==> src/rtl/generate_dat_shift_var.sv <==
`default_nettype none
// +----------------------------------------------------------------------------+
// | generate_dat_shift_var: runtime-depth delay line with valid sideband,      |
// | stall and flush. Optional macro SHIFT_OUT_REG_EN adds an output register.  |
// | Revision: 1.0                                                              |
// +----------------------------------------------------------------------------+
module generate_dat_shift_var #(
  parameter int DATA_WIDTH = 256,
  parameter int MAX_DEPTH  = 16,
  parameter int DEPTH_W    = $clog2(MAX_DEPTH + 1)
) (
  input  logic                  clk,
  input  logic                  rst,
  input  logic                  cfg_load,
  input  logic [DEPTH_W-1:0]    cfg_depth,
  input  logic                  en,
  input  logic                  flush,
  input  logic                  in_vld,
  input  logic [DATA_WIDTH-1:0] data_in,
  output logic                  out_vld,
  output logic [DATA_WIDTH-1:0] data_out,
  output logic                  busy,
  output logic [DEPTH_W-1:0]    depth_r
);

  logic [DATA_WIDTH-1:0] r_dat [MAX_DEPTH];
  logic [MAX_DEPTH-1:0]  r_vld;
  logic [DEPTH_W-1:0]    r_depth;

  logic                  w_drop;
  logic [DEPTH_W-1:0]    w_depth_clamp;
  logic [MAX_DEPTH-1:0]  w_mask;
  logic                  w_tap_vld;
  logic [DATA_WIDTH-1:0] w_tap_dat;
  logic                  w_line_busy;

  assign w_drop = flush | cfg_load;

  assign w_depth_clamp = (cfg_depth == '0)                  ? DEPTH_W'(1) :
                         (cfg_depth > DEPTH_W'(MAX_DEPTH)) ? DEPTH_W'(MAX_DEPTH) :
                                                             cfg_depth;

  // Data stages carry no reset; validity is tracked solely by r_vld.
  genvar gi;
  generate
    for (gi = 0; gi < MAX_DEPTH; gi++) begin : g_stage
      if (gi == 0) begin : g_first
        always_ff @(posedge clk) begin
          if (en) r_dat[gi] <= data_in;
        end
      end else begin : g_next
        always_ff @(posedge clk) begin
          if (en) r_dat[gi] <= r_dat[gi-1];
        end
      end
      assign w_mask[gi] = (DEPTH_W'(gi) < r_depth);
    end
  endgenerate

  always_ff @(posedge clk or posedge rst) begin
    if (rst) begin
      r_vld   <= '0;
      r_depth <= DEPTH_W'(MAX_DEPTH);
    end else begin
      if (w_drop) begin
        r_vld <= '0;
      end else if (en) begin
        r_vld <= {r_vld[MAX_DEPTH-2:0], in_vld};
      end
      if (cfg_load) r_depth <= w_depth_clamp;
    end
  end

  always_comb begin
    w_tap_vld = 1'b0;
    w_tap_dat = '0;
    for (int i = 0; i < MAX_DEPTH; i++) begin
      if (r_depth == DEPTH_W'(i + 1)) begin
        w_tap_vld = r_vld[i];
        w_tap_dat = r_vld[i] ? r_dat[i] : '0;
      end
    end
  end

  assign w_line_busy = |(r_vld & w_mask);
  assign depth_r     = r_depth;

`ifdef SHIFT_OUT_REG_EN
  logic                  r_out_vld;
  logic [DATA_WIDTH-1:0] r_out_dat;

  always_ff @(posedge clk or posedge rst) begin
    if (rst) begin
      r_out_vld <= 1'b0;
      r_out_dat <= '0;
    end else begin
      if (w_drop) begin
        r_out_vld <= 1'b0;
      end else if (en) begin
        r_out_vld <= w_tap_vld;
      end
      if (en) r_out_dat <= w_tap_dat;
    end
  end

  assign out_vld  = r_out_vld;
  assign data_out = r_out_vld ? r_out_dat : '0;
  assign busy     = w_line_busy | r_out_vld;
`else
  assign out_vld  = w_tap_vld;
  assign data_out = w_tap_dat;
  assign busy     = w_line_busy;
`endif

endmodule
`default_nettype wire

==> config.mk <==
export PLATFORM = sky130hd
export DESIGN_NAME = generate_dat_shift_var
export DESIGN_NICKNAME = d
export VERILOG_FILES = /design/src/rtl/generate_dat_shift_var.sv
export SDC_FILE = /design/constraint.sdc
export NUM_CORES = 2
export LEC_CHECK = 0
export ABC_CLOCK_PERIOD_IN_PS = 3300
export CORE_ASPECT_RATIO = 2
export CORE_UTILIZATION = 48
export DETAILED_ROUTE_END_ITERATION = 8
export GPL_TIMING_DRIVEN = 0
export PLACE_DENSITY = 0.65
export RECOVER_POWER = 100
export REMOVE_ABC_BUFFERS = 1
export SYNTH_ARGS = -nofsm -noshare
export SYNTH_HDL_FRONTEND = slang
export SYNTH_SLANG_ARGS = --single-unit
==> constraint.sdc <==
create_clock -name clk -period 3.3 [get_ports clk]
set_input_delay 0.99 -clock clk [delete_from_list [all_inputs] [get_ports clk]]
set_output_delay 0.99 -clock clk [all_outputs]
set_load 0.02 [all_outputs]
After elaboration in Yosys (flattened, before gate mapping)
Memories as Yosys holds them, arrays and structs flattened. Index checks and enable logic that the tools add are counted.

Flip-flop bits (word level): 21. Memory bits (writable): 4096. Bits of input ports: 267. Output and inout bits: 263. Memories kept: 1.

Memories: r_dat (words 16, width 256, read ports 16, clocked after memory_dff 0, wr ports 16, RTL line 26) `logic [DATA_WIDTH-1:0] r_dat [MAX_DEPTH];`.

Magnitude comparators: 17. Equality and inequality tests: 16. Multiplexer cells: 54. Bitwise gates (word level): 2. Reductions and logical operators: 3.

Operators with widths (number): $mux 256 (32); $eq 5x4->1 const B (8); $lt 4x5->1 const A (8); $mux 16 (2); $eq 5x3->1 const B (4); $lt 3x5->1 const A (4); $mux 1 (18); $and 16x16->16 (1); $reduce_or 16->1 (1); $eq 5x2->1 const B (2); $lt 1x5->1 const A (2); $lt 2x5->1 const A (2); $mux 5 (2); $eq 5x1->1 const B (1); $eq 5x5->1 const B (1); $gt 5x5->1 const B (1); $logic_not 5->1 (1); $reduce_bool 2->1 (1); $or 1x1->1 (1).

Longest topological paths before layout
Word-level depth: 17. Mapped depth: 9. Gate-level depth less buffers: 5.

Least setup slack after synthesis
Ideal clock, no wire load.

Path kind: register -> output. Start: register r_depth[4] (netlist: depth_r[4]). End: output port data_out[18]. Data arrival time: 2.182 ns. Data required time: 2.310 ns. Slack: 0.128 ns. Stages on the path, launching flop included: 10. Path buffers: 4. Path through: dfstp_2 -> buf_4 -> and3b_1 -> and4_1 -> buf_2 -> buf_6 -> buf_2 -> a22o_1 -> a221oi_1 -> nand4_1.

Longest elaborated chain between the ends: 17.

Ends and longest elaborated chain: from (decl) (RTL line 28) `logic [DEPTH_W-1:0] r_depth;`; from (signal assigned) (RTL line 63) `r_depth <= DEPTH_W'(MAX_DEPTH);`; from (signal assigned) (RTL line 70) `if (cfg_load) r_depth <= w_depth_clamp;`; $eq 5x1->1 (RTL line 78) `if (r_depth == DEPTH_W'(i + 1)) begin`; $mux 256 (15 in series) (RTL line 78); $mux 256 * (RTL line 78); to (decl) (RTL line 21) `output logic [DATA_WIDTH-1:0] data_out,`.

Every way passes the cells marked *; elsewhere a longest branch is shown, timed or not.

Final worst setup path
Start: register r_depth[4] (netlist: depth_r[4]). End: output port data_out[230].

Same word-level chain as after synthesis.

==> results by group <==
Worst setup path
  • Worst-path maximum fanout: 22
  • Worst setup SP type: flip-flop
  • CP required: 2.31 ns
  • Crit path kind: flip-flop to output port
  • Crit-path max cell delay: roughly 0.7 ns
  • Reg2Reg Launch Point: depth_r[0]
  • Crit-path slowest cell: dfstp_4
  • Cell mode on critical path: buf_16
  • Critical path arrival: around 3.7 ns
  • Critical path, cell by cell: nor3b_4 > and3_4 > buf_16 > buf_16 > bufbuf_16 > a22o_1 > a221oi_1 > nand4_1 > buf_4
  • Crit path capture type: output port
  • CP startpoint: depth_r[4]

Logic synthesis
  • Post-Syn Instances: between 7k and 8k
  • Yosys Warn Count: 0
  • Post-synthesis cell area: roughly 150000 um2
  • Async SR Flop Fraction: 0.510%
  • Synth Area in Adders: 0%
  • FF+latch count, synth: 4117
  • Synth Flop Type: edfxtp_1
  • Largest family of logic cells by synthesized area: compound AO/OA/AOI/OAI gates
  • Syn_area_per_cell: 20.3 um2
  • Synth cell types: between 40 and 50
  • Sequential share of the synthesized area: 84.4%
  • Number of synthesized flops with an enable pin: ~4.1k
  • Post-synthesis mux area share: 0.117%
  • Xor and xnor fraction of the mapped netlist area: 0%
  • Post-synthesis simple-gate area fraction: 2.04%
  • Compound-Gate Fraction of Synth Area: 11.8%

Timing
  • Final Hold Vio Count: 0
  • Fin crit share: 141%
  • Final setup margin: -1.37 ns
  • Min Tclk post-route: around 4.7 ns
  • Measured slew at the worst slew-check pin: ~2.7 ns
  • Final Max Tran Viols: 732
  • Worst rel slew slack: -82.8%
  • Fmax: 0.214 GHz
  • Clock Skews: roughly 0.065 ns
  • Final setup vio count: about 2.4k
  • RSZ-0062 raised after global routing: true

Placement
  • Placed Cells: around 11k
  • Port Buffer Count: between 500 and 600
  • Worst slack at placement: -4.21 ns
  • RePlAce Congestion: approximately 0.77
  • DP HPWL: approximately 190 mm
  • Dpl cell area: around 160000 um2

Cells and area
  • Finished Cell Area: about 180000 um2
  • Most frequent cells in the layout: edfxtp_1 (4096), a22o_1 (672), a221oi_1 (535), clkbuf_16 (450), a22oi_1 (432)
  • Fin nets: around 8.6k
  • Area Growth Syn to Fin: 22.7%
  • Most common cell after layout, fill and taps aside: edfxtp_1
  • Ratio of cells with drive above 1 in the final layout: around a fifth
  • Non-filler instance count after layout: roughly 13k

Global route
  • Antenna violations before repair: 90
  • First-pass GRT wire length: roughly 600 mm
  • Largest net degree at the start of global routing: between 200 and 250
  • Global route overflow: 0
  • Tot GR Track Use: 27.0%
  • Vias in the first global route: 83.5k

Routing
  • Wire per inst: roughly 37 um
  • Total number of vias: 86.7k
  • Drt initial violations: 13.8k
  • First drt pass iteration count: 8
  • Routed vias/inst: 6.83
  • # DRC: 0
  • Drt total wl: 470 mm
  • Antenna-violating nets left: 0

Clock tree
  • CTS Buf Count: between 300 and 400
  • TritonCTS clock tree: done
  • Hold Buf Count CTS: 0
  • Worst skew pair latency: between 0.9 and 1 ns
  • Root Buffer: clkbuf_16
  • Maximum buffer depth of the clock tree: 4
  • Reg clk slew, reported paths: 0.07 ns
  • Sink Count: about 4k
  • H-tree Lvls: 5

Floorplan
  • Num rows: around 290
  • Die Y-Extent: between 700 and 800 um
  • IO Pins: 530
  • Initial Util: 48.3%
  • Core area: approximately 300000 um2
  • Die width: 392 um
  • Die area: roughly 310000 um2

Pwr
  • Pint: around 85000 uW
  • Pwr dens: between 500 and 600 nW/um2
  • Register share of total power: slightly below 60%
  • Comb power frac: around 1.7%
  • Clk pwr share: between 30% and 40%
  • VDD IR max: approximately 0.54 mV
  • P_leak: between 0.06 and 0.07 uW
  • Sw frac: between 20% and 30%
  • Sw power: ~23000 uW

Run status
  • Failing checks: max-capacitance violations, max-slew violations, negative setup slack
  • Run status: finished, violations left

Min path
  • Worst min path class: flip-flop to flip-flop
  • Hold Startpoint: r_dat[0][631]

Flow run
  • MaxCap Viol Count: 6
-- what timing repair did --
item,CTS,global route
buffers inserted,144,248
gates resized for setup,590,1083
endpoints found under the setup margin,2705,1596
pin swaps,38,171
cloned,109,106
-- path summary, 6_finish.rpt --
path,to,slack [ns],cells after the start
setup / recovery,data_out[230],-1.37,9
hold / removal,r_dat[0][887],0.42,0
setup reg to reg,depth_r[0],1.98,4
hold reg to reg,r_dat[0][887],0.42,0
max in group asynchronous,depth_r[1],1.99,2
min in group asynchronous,r_vld[10],0.67,2
-- critical path: cells and delay by family, from the launching register on --
kind	cells	cell delay, ns
and+or+nand+nor	3	0.51
AOI/OAI and AO/OA	2	0.46
DFF	1	0.70
buffers and inverters	4	0.97
-- synthesized netlist by cell type, drive strengths merged, types with 2 or more instances --
cell type | instances | share of area (%)
or4b | 2 | 0.014
and3 | 117 | 0.50
mux2i | 16 | 0.11
nand2 | 7 | 0.018
inv | 5 | 0.013
nor3 | 3 | 0.014
or2 | 3 | 0.013
a21oi | 83 | 0.28
nor2 | 103 | 0.27
clkbuf | 235 | 0.60
and2 | 2 | 0.010
and4 | 7 | 0.044
o21ai | 5 | 0.017
nor2b | 4 | 0.017
a221oi | 702 | 4.2
o211ai | 2 | 0.010
a22o | 672 | 4.0
dfrtp | 20 | 0.34
o22ai | 3 | 0.013
nand3 | 13 | 0.044
nor4 | 5 | 0.021
nand4 | 244 | 1.0
a22oi | 452 | 2.3
buf | 250 | 0.93
a222oi | 111 | 0.76
o2bb2ai | 30 | 0.18
nor3b | 3 | 0.015
edfxtp | 4096 | 84
-- area by class of cell --
class	instances	area (um2)
fill	21300	124000
timing repair buffer	1246	17400
clock buffer	430	9270
clock inverter	210	2160
inverter	5	27.5
sequential	4117	124000
multi-input combinational	2614	22000
tap	4032	5040
antenna	37	92.6
-- cell families after synthesis --
| kind of cell | Yosys count |
|---|---|
| AOI/OAI and AO/OA | 2065 |
| buffers and inverters | 490 |
| DFF | 4117 |
| muxes | 17 |
| and+or+nand+nor | 517 |
-- power by group through the flow --
stage	logic, uW	clock network [uW]	registers (uW)
2_1_floorplan	128	0	63100
3_3_place_gp	776	0	62900
3_5_place_dp	1630	0	63800
4_1_cts	1880	43100	62800
5_1_grt	1950	44800	63200
6_report	1860	42700	63000
-- per-stage QoR --
step                hold WS [ns]  power [uW]  setup TNS [ns]  util (%)
floorplan                  0.425       63200        -1318.24         -
global placement           0.430       63600               -      50.9
detailed placement         0.432       65500        -7569.00      52.1
CTS                        0.390      108000         -900.03      57.4
global route               0.413      110000        -1948.77      59.2
finish                     0.417      108000        -1664.37      59.2
-- sequential cells by signal (all words and copies together) (netlist names) --
register and count:
depth_r 5, r_dat 4096, r_vld 16
-- per-layer routing --
| metal | GRT usage (%) | wire [um] |
|---|---|---|
| met1 | 35.4 | 165000 |
| met2 | 42.7 | 221000 |
| met4 | 10.9 | 24800 |
| met5 | 0 | 369 |
| met3 | 7.21 | 58300 |
(Power assumes the default switching activity.)
